==> config.mk <==
export PLATFORM = sky130hd
export DESIGN_NAME = serial_sub_mux
export DESIGN_NICKNAME = d
export VERILOG_FILES = /design/src/rtl/serial_sub_pkg.sv /design/src/rtl/half_sub_mux.sv /design/src/rtl/serial_sub_mux.sv
export SDC_FILE = /design/constraint.sdc
export NUM_CORES = 1
export LEC_CHECK = 0
export CAP_MARGIN = 40
export CORE_MARGIN = 2
export CORE_UTILIZATION = 51
export CTS_CLUSTER_DIAMETER = 200
export DETAILED_ROUTE_END_ITERATION = 10
export PLACE_DENSITY_LB_ADDON = 0.3
export RECOVER_POWER = 25
export SYNTH_ARGS = -nofsm -noshare
export SYNTH_HDL_FRONTEND = slang
export SYNTH_SLANG_ARGS = --single-unit
==> constraint.sdc <==
create_clock -name clk -period 2.03 [get_ports clk]
set_clock_uncertainty 0.05 [all_clocks]
set_input_delay 0.406 -clock clk [delete_from_list [all_inputs] [get_ports clk]]
set_output_delay 0.406 -clock clk [all_outputs]
set_load 0.1 [all_outputs]
==> src/rtl/serial_sub_pkg.sv <==
// Shared definitions for the serial subtractor.
// Contents:
//   WIDTH_DEFAULT - default operand width in bits
//   state_t       - FSM state encoding (IDLE, RUN, DONE)
package serial_sub_pkg;

  localparam int WIDTH_DEFAULT = 8;

  typedef enum logic [1:0] {
    IDLE = 2'd0,
    RUN  = 2'd1,
    DONE = 2'd2
  } state_t;

endpackage : serial_sub_pkg

==> src/rtl/half_sub_mux.sv <==
// Mux-style half subtractor: computes x - y for single bits.
// Ports:
//   x  (in)  minuend bit; it steers both muxes
//   y  (in)  subtrahend bit
//   d  (out) difference bit: ~y when x is set, y otherwise
//   br (out) borrow bit: 0 when x is set, y otherwise
module half_sub_mux (
  input  logic x,
  input  logic y,
  output logic d,
  output logic br
);

  assign d  = x ? ~y : y;
  assign br = x ? 1'b0 : y;

endmodule : half_sub_mux

==> src/rtl/serial_sub_mux.sv <==
// Bit-serial subtractor: computes a - b one bit per clock, LSB first.
// Ports:
//   clk   (in)  clock, rising edge active
//   rst_n (in)  asynchronous active-low reset
//   start (in)  begin an operation; only looked at while idle
//   a, b  (in)  minuend / subtrahend, captured on the accepting edge
//   busy  (out) high while bits are being processed
//   done  (out) one-cycle pulse when diff/bout are valid
//   diff  (out) (a - b) mod 2^WIDTH, held until the next accepted start
//   bout  (out) final borrow, 1 when a < b unsigned
module serial_sub_mux
  import serial_sub_pkg::*;
#(
  parameter int WIDTH = WIDTH_DEFAULT
) (
  input  logic             clk,
  input  logic             rst_n,
  input  logic             start,
  input  logic [WIDTH-1:0] a,
  input  logic [WIDTH-1:0] b,
  output logic             busy,
  output logic             done,
  output logic [WIDTH-1:0] diff,
  output logic             bout
);

  localparam int CW = (WIDTH > 1) ? $clog2(WIDTH) : 1;
  localparam logic [CW-1:0] LAST_BIT = CW'(WIDTH - 1);

  state_t           state_r;
  logic [WIDTH-1:0] a_r;
  logic [WIDTH-1:0] b_r;
  logic [WIDTH-1:0] diff_r;
  logic [CW-1:0]    cnt_r;
  logic             br_r;
  logic             busy_r;
  logic             done_r;
  logic             bout_r;

  logic hs0_d_s;
  logic hs0_br_s;
  logic hs1_br_s;
  logic cell_d_s;
  logic cell_br_s;

  // First half subtractor: a_i - b_i.
  half_sub_mux u_hs0 (
    .x  (a_r[0]),
    .y  (b_r[0]),
    .d  (hs0_d_s),
    .br (hs0_br_s)
  );

  // Second half subtractor: subtract the incoming borrow from the partial difference.
  half_sub_mux u_hs1 (
    .x  (hs0_d_s),
    .y  (br_r),
    .d  (cell_d_s),
    .br (hs1_br_s)
  );

  // At most one of the two stages can borrow, so OR gives the cell borrow.
  assign cell_br_s = hs0_br_s | hs1_br_s;

  // Control FSM, operand shifters, counter and registered outputs.
  always_ff @(posedge clk or negedge rst_n) begin
    if (!rst_n) begin
      state_r <= IDLE;
      a_r     <= {WIDTH{1'b0}};
      b_r     <= {WIDTH{1'b0}};
      diff_r  <= {WIDTH{1'b0}};
      cnt_r   <= {CW{1'b0}};
      br_r    <= 1'b0;
      busy_r  <= 1'b0;
      done_r  <= 1'b0;
      bout_r  <= 1'b0;
    end else begin
      case (state_r)
        IDLE: begin
          if (start) begin
            a_r     <= a;
            b_r     <= b;
            diff_r  <= {WIDTH{1'b0}};
            cnt_r   <= {CW{1'b0}};
            br_r    <= 1'b0;
            bout_r  <= 1'b0;
            busy_r  <= 1'b1;
            state_r <= RUN;
          end else begin
            state_r <= IDLE;
          end
        end
        RUN: begin
          // Operands move toward bit 0; result bits enter from the MSB side
          // so that after WIDTH shifts bit 0 of the result sits at diff[0].
          a_r    <= {1'b0, a_r[WIDTH-1:1]};
          b_r    <= {1'b0, b_r[WIDTH-1:1]};
          diff_r <= {cell_d_s, diff_r[WIDTH-1:1]};
          br_r   <= cell_br_s;
          if (cnt_r == LAST_BIT) begin
            bout_r  <= cell_br_s;
            busy_r  <= 1'b0;
            done_r  <= 1'b1;
            state_r <= DONE;
          end else begin
            cnt_r <= cnt_r + CW'(1);
          end
        end
        DONE: begin
          done_r  <= 1'b0;
          state_r <= IDLE;
        end
        default: begin
          busy_r  <= 1'b0;
          done_r  <= 1'b0;
          state_r <= IDLE;
        end
      endcase
    end
  end

  assign busy = busy_r;
  assign done = done_r;
  assign diff = diff_r;
  assign bout = bout_r;

endmodule : serial_sub_mux

* Yosys cells after proc, flatten, opt, wreduce, memory -nomap -nowiden
Cells that the tools add are included.
W data, S select, Z words.
** Storage, ports and cells
- Output and inout bits :: 11
- Input bits :: 19
- Word-level logic and storage cells :: 53
- Memories :: 0
- Latch bits :: 0
- Bits in writable memories :: 0
- Register bits :: 33
- ROM bits :: 0
** Operators by class
- $mul :: 0
- Shift operators :: 0
- Add/subtract/negate cells :: 1
- Mux-type cells :: 25
- Magnitude comparators :: 0
- Bitwise gates (word level) :: 5
- Equality and inequality tests :: 6
- Divide/modulo/power cells :: 0
- Reductions and logical operators :: 7
** Operators with widths (count)
- $pmux W8 S2 :: 3
- $mux W8 :: 3
- $mux W1 :: 10
- $reduce_and A3 Y1 :: 3
- $mux W3 :: 2
- $ne A2 B2 Y1 const B :: 3
- $pmux W1 S2 :: 3
- $pmux W3 S2 :: 1
- $not A1 Y1 :: 4
- $pmux W2 S2 :: 1
- $reduce_and A2 Y1 :: 2
- $add A3 B1 Y3 const B :: 1
- $eq A3 B3 Y1 const B :: 1
- $pmux W1 S3 :: 1
- $eq A2 B1 Y1 const B :: 1
- $eq A2 B2 Y1 const B :: 1
- $logic_not A2 Y1 :: 1
- $mux W2 :: 1
- $reduce_bool A2 Y1 :: 1
- $or A1 B1 Y1 :: 1

* Longest topological paths before layout
Gate-level depths: netlist of run 1.
- Word-level depth :: 6
- Mapped depth :: 6

* By module
A second synthesis of run 1 with hierarchy kept.
** Second synthesis, totals
- Cell total of the unflattened synthesis :: 133
- Area total of the unflattened synthesis :: 1501.4 um2
** Modules (own cells, without submodules)
- serial_sub_mux :: cells an instance 127, area an instance 1461.4 um2, sequential area each 825.8 um2, times used 1
- half_sub_mux :: cells an instance 3, area an instance 20.0 um2, sequential area each 0.0 um2, times used 2

* Worst setup path after synthesis of run 1
No wires, ideal clock.
- Path type :: reg-to-reg
- From :: register cnt_r[0]
- To :: register cnt_r[0]
- Buffers on the path :: 1
- Arrival :: 1297 ps
- Required time :: 1859 ps
- Cell stages (with the launch flop) :: 6
- Setup slack :: 562 ps
- Cell sequence :: dfrtp_1 ha_1 ha_1 buf_2 mux2_2 a22o_1
** On the way
- Word-level cells in the longest chain between the ends :: 3
- Elaborated cells on any way between the ends :: 6
** Ends and longest elaborated chain
- start: declaration :: RTL line serial_sub_mux.sv:34 : logic [CW-1:0] cnt_r;
- start signal: assignment :: RTL line serial_sub_mux.sv:72 : cnt_r <= {CW{1'b0}};
- start signal: assignment :: RTL line serial_sub_mux.sv:84 : cnt_r <= {CW{1'b0}};
- start signal: assignment :: RTL line serial_sub_mux.sv:106 : cnt_r <= cnt_r + CW'(1);
- $add A3 B1 Y3 / $eq A3 B3 Y1 (equally long branches) :: RTL line serial_sub_mux.sv:106, serial_sub_mux.sv:100
- $mux W3 / $ne A2 B2 Y1 (equally long branches)
- $pmux W3 S2 / $reduce_and A3 Y1 (equally long branches)
Parallel ways exist; a longest one is shown, timed or not. The select of a mux whose other input is x is not followed.
A chain may end at the register's enable or synchronous reset.

* Worst setup path after layout of run 1
Same ends and word-level chain as after synthesis.

==> metrics.cfg, run 1 <==
[status]
status=complete, no violations

[worst_setup_path]
path_cells=ha_1 > ha_1 > nor2_1 > mux2_2 > a22o_1
rrSetupSlack_ns=0.45
critPathCaptureType=register
critPathArrivalTime_ns=1.76
r2r_cells=5
cp_common_cell=ha_1
worst_ep_required_time_ns=2.21
crit_family=adder cells
path_max_fanout=8
cpMaxStageDelayCell=dfrtp_1
path_class=reg -> reg
worstSetupPathDepth=5
max_stage_delay_ns=0.39
cp-start-kind=register
path_buf_inv=0

[clock_tree]
ctsResizeCount=0
insertion_delay_ns=0.33
cts-buffers-inserted=5
cts_setup_buffers=0
clock_path_buffers=2
cts_root_buffer=clkbuf_4
cts_tree=yes
cts_hold_buf=0
clkSlewWorstSetupHoldPaths_ns=0.11
clock_sinks=33
h-tree-depth=2

[timing]
finalMaxSlewViolations=0
setup_viol=0
period_needed_ns=1.584
worst_pin_slew_ns=0.8175
rsz0062_at_grt=false
hold_slack_ns=0.4678
fmax_mhz=631.2
worst_slack_ns=0.4457
fin_setup_tns_ns=0
relSlewSlack_pct=45.50
fin_crit_sh_pct=78.05
finalHoldViolations=0

[yosys]
yosys_warnings=0
syn-num-nets=155
synth_area_per_cell_um2=11.72
synth_cells=133
ys_ff_latch=33
synth_cell_types=26
ys_seq_area_share_pct=52.97
yosys-top-cells-area=dfrtp_1 53%, a22o_1 7.3%, a211oi_2 5.6%
synth_top_area_share_pct=52.97
synth_area_um2=1559
yosysTopAreaCell=dfrtp_1

[global_routing]
overflow=0
grt_pass1_wl_um=5085
track_usage_pct=19.54
antenna_found_initial=0
grt_max_degree=34
grt_pass1_vias=1163

[placed_design]
place_ws_ns=0.2641
dpl_cell_area_um2=1809
place_hpwl_um=2071
gp_congestion=0.7171
port_buffers=29

[floorplanning]
die_y_um=59.29
dieArea_um2=3515
fp.dieW_um=59.29
core_um2=2978
ios=30
num_rows=20
initial_core_util_pct=52.35

[drt]
routed_wl_um=3018
remaining_drc_errors=0
postRouteAntennaNets=0
drt_pass1_iterations=4
drt_iter0_drc=52
post_drt_wl_per_cell_um=15.32
vias=1127
via_per_inst=5.721

[finish]
area_growth_pct=21.35
finalInstanceArea_um2=1892
fillerInstances=254
fin_nets=185
final_common_cell=dfrtp_1
final_cell_mix=33 x dfrtp_1, 18 x nor2_1, 17 x clkdlybuf4s50_1
drive_gt1_share_pct=20.73
n_antenna_cell=0

[power_and_ir_drop]
vdd_drop_max_mv=1.082
finalPower_uw=3425
p_leak_uw=0.0008382
powerDensity_nw_per_um2=1811

[min_path]
hold_depth=1
hp-class=reg -> reg

[flow_run]
drv_cap=0

## cell usage after synthesis (all sizes together)
cell	number
fa	1
o21ba	1
nor3	7
ha	2
o22ai	1
a21oi	2
nand3	3
nand2	4
nand3b	7
nand2b	2
a21boi	1
mux2	1
and2b	1
o221a	7
buf	11
nor2	19
nor2b	1
a211oi	7
a22o	13
o21bai	1
inv	3
o21ai	5
dfrtp	33
## flip-flops by register name, summed over array words and instances (netlist names)
name	count
b_r	8
cnt_r	3
diff	8
busy	1
bout	1
state_r	2
a_r	8
br_r	1
done	1
## where the power goes
group | internal (uW) | leakage, uW | switching, uW | total [uW]
Clock | 294 | 0.0000455 | 225 | 519
Sequential | 948 | 0.000404 | 240 | 1190
Combinational | 625 | 0.000389 | 1090 | 1720
Total | 1870 | 0.000838 | 1560 | 3430
## through the flow
| step | cells | utilization, % |
|---|---|---|
| 4_1_cts | 197 | 63.61 |
| 2_1_floorplan | 133 | - |
| 5_1_grt | 197 | 63.53 |
| 6_report | 197 | 63.53 |
| 3_5_place_dp | 189 | 60.76 |
| 3_3_place_gp | 189 | 60.76 |
## routing by layer
metal  global-route usage (%)  up-vias  share of wire [%]
met2                    30.77       26                 45
met3                    6.332        7                5.3
li1                         -      543                  -
met4                    7.468        0                1.8
met1                    24.96      551                 48
met5                        0        -                  0
## final timing paths
check	start	endpoint
min in group asynchronous	rst_n	diff[6]
min	diff[0]	diff[0]
max reg2reg	cnt_r[0]	cnt_r[0]
max in group asynchronous	rst_n	b_r[3]
max	cnt_r[0]	cnt_r[0]
min reg2reg	diff[0]	diff[0]
## worst reg2reg max path, stage by stage (launching register included)
cell and delay (ns):
dfrtp_1 0.39, ha_1 0.17, ha_1 0.30, nor2_1 0.11
mux2_2 0.28, a22o_1 0.18
## final cells by class
class | instances | area, um^2 | share of cell area [%]
clock buffer | 7 | 55.05 | 2.910
timing repair buffer | 34 | 297.8 | 15.74
inverter | 3 | 11.26 | 0.5952
tap | 33 | 41.29 | 2.183
sequential | 33 | 825.8 | 43.65
multi-input combinational | 86 | 630.6 | 33.33
clock inverter | 1 | 30.03 | 1.587
## cells by family (layout without fill, tap and decap cells)
family | count (synthesis) | in the layout | share of synthesized area (%)
flops | 33 | 33 | 52.97
buf+inv | 14 | 45 | 6.581
compound gates | 38 | 38 | 22.87
simple gates | 44 | 44 | 13.96
fa+ha+maj | 3 | 3 | 2.889
mux | 1 | 1 | 0.7223
No activity file was read; power rests on OpenSTA's default activity.
==> run 2: changes to the inputs <==
clock period = 1.7 ns   (was 2.03 ns; I/O delays follow)
==> run 2 against run 1 <==
Against the previous run: setup slack lost 0.34 ns; combinational power grew 38%; clock power grew 19%; via count grew 3.9%; largest cell class unchanged.
==> metrics.cfg, run 2 (synthesized netlist as in run 1, its figures left out) <==
[status]
status=complete, no violations

[clock_tree]
cts-buffers-inserted=5
clock_sinks=33
cts_setup_buffers=0
clkSlewWorstSetupHoldPaths_ns=0.10
clock_path_buffers=2
cts_root_buffer=clkbuf_4
cts_hold_buf=0
cts_tree=yes
insertion_delay_ns=0.34
h-tree-depth=2
ctsResizeCount=0

[drt]
vias=1171
routed_wl_um=3123
remaining_drc_errors=0
drt_iter0_drc=37
via_per_inst=5.884
postRouteAntennaNets=0
drt_pass1_iterations=4
post_drt_wl_per_cell_um=15.69

[finish]
final_cell_mix=33 x dfrtp_1, 18 x nor2_1, 17 x clkdlybuf4s50_1
n_antenna_cell=0
final_common_cell=dfrtp_1
fin_nets=187
fillerInstances=227
multiInputGateArea_um2=630.6
drive_gt1_share_pct=21.69
regArea_um2=825.8
area_growth_pct=31.14
final_cell_count_no_fill=199

[placed_design]
port_buffers=29
dp.cells=191
gp_congestion=0.7564
place_hpwl_um=2229

[timing]
rsz0062_at_grt=false
worst_pin_slew_ns=0.7853
relSlewSlack_pct=47.65
fin_setup_tns_ns=0
setup_viol=0
fmax_mhz=628.4
finalHoldViolations=0
period_needed_ns=1.591
fin_crit_sh_pct=93.60
finalMaxSlewViolations=0

[global_routing]
grt_max_degree=34
overflow=0
track_usage_pct=20.46
antenna_found_initial=0
grt_pass1_wl_um=5306
grt_pass1_vias=1199

[worst_setup_path]
worst_ep_required_time_ns=1.89
path_cells=ha_1 > ha_1 > nor2_1 > mux2_2 > a22o_1
critPathCaptureType=register
path_max_fanout=8
critPathArrivalTime_ns=1.78
cpMaxStageDelayCell=dfrtp_1
path_class=reg -> reg
cp-start-kind=register
max_stage_delay_ns=0.40
cp_common_cell=ha_1

[floorplanning]
initial_core_util_pct=52.35
die_y_um=59.29
fp.dieW_um=59.29
ios=30
num_rows=20
core_um2=2978
dieArea_um2=3515

[min_path]
hp-class=in -> reg

[flow_run]
drv_cap=0

[power_and_ir_drop]
finalPower_uw=4453
powerDensity_nw_per_um2=2178
p_leak_uw=0.0008906
vdd_drop_max_mv=1.378

[run 2: cell types whose count changed in the layout (fill, tap and decap cells not counted), sizes merged]
cell  change
buf       +2
[run 2: cell type report]
type,count,share of cell area [%]
inverter,3,0.5508
multi-input combinational,86,30.84
tap,33,2.020
clock buffer,7,2.693
sequential,33,40.39
clock inverter,1,1.469
timing repair buffer,36,22.03
[run 2: path summary, 6_finish.rpt]
| kind | from | endpoint | slack, ns | depth (start not counted) |
|---|---|---|---|---|
| setup / recovery | cnt_r[0] | cnt_r[0] | 0.11 | 5 |
| hold / removal | b[7] | b_r[7] | 0.48 | 3 |
| setup reg to reg | cnt_r[0] | cnt_r[0] | 0.11 | 5 |
| hold reg to reg | b_r[7] | b_r[7] | 0.49 | 2 |
| max in group asynchronous | rst_n | b_r[0] | 0.55 | 2 |
| min in group asynchronous | rst_n | a_r[6] | 0.55 | 2 |
[run 2: per-layer routing]
metal	up-vias	track usage, %	wire (um)
met5	-	0	0
met4	0	8.442	52
met3	5	6.332	173
met2	31	33.44	1545
met1	589	25.04	1352
li1	546	-	-
[run 2: metrics by stage]
stage / util [%] / area [um^2] / hold WS [ns] / setup slack (ns)
floorplan: - / 1559 / -0.005591 / 0.2322
detailed placement: 65.88 / 1962 / 0.4653 / 0.04378
finish: 68.66 / 2044 / 0.4752 / 0.1087
global route: 68.66 / 2044 / 0.4827 / 0.001448
CTS: 68.74 / 2047 / 0.3480 / 0.1135
global placement: 65.88 / 1962 / 0.4355 / 0.07643
[run 2: power by group]
group          leakage [uW]  internal (uW)  total (uW)  switching (uW)
registers          0.000404           1130        1460             328
logic              0.000441           1030        2380            1350
clock network     0.0000455            351         617             266
total              0.000891           2510        4450            1940
[run 2: critical path: cells and delay by family (launching register included)]
kind / cells / cell delay [ns]
adder cells (fa/ha/maj): 2 / 0.46
multiplexers: 1 / 0.28
AND/OR/NAND/NOR: 1 / 0.12
flip-flops: 1 / 0.40
AO/OA/AOI/OAI: 1 / 0.18
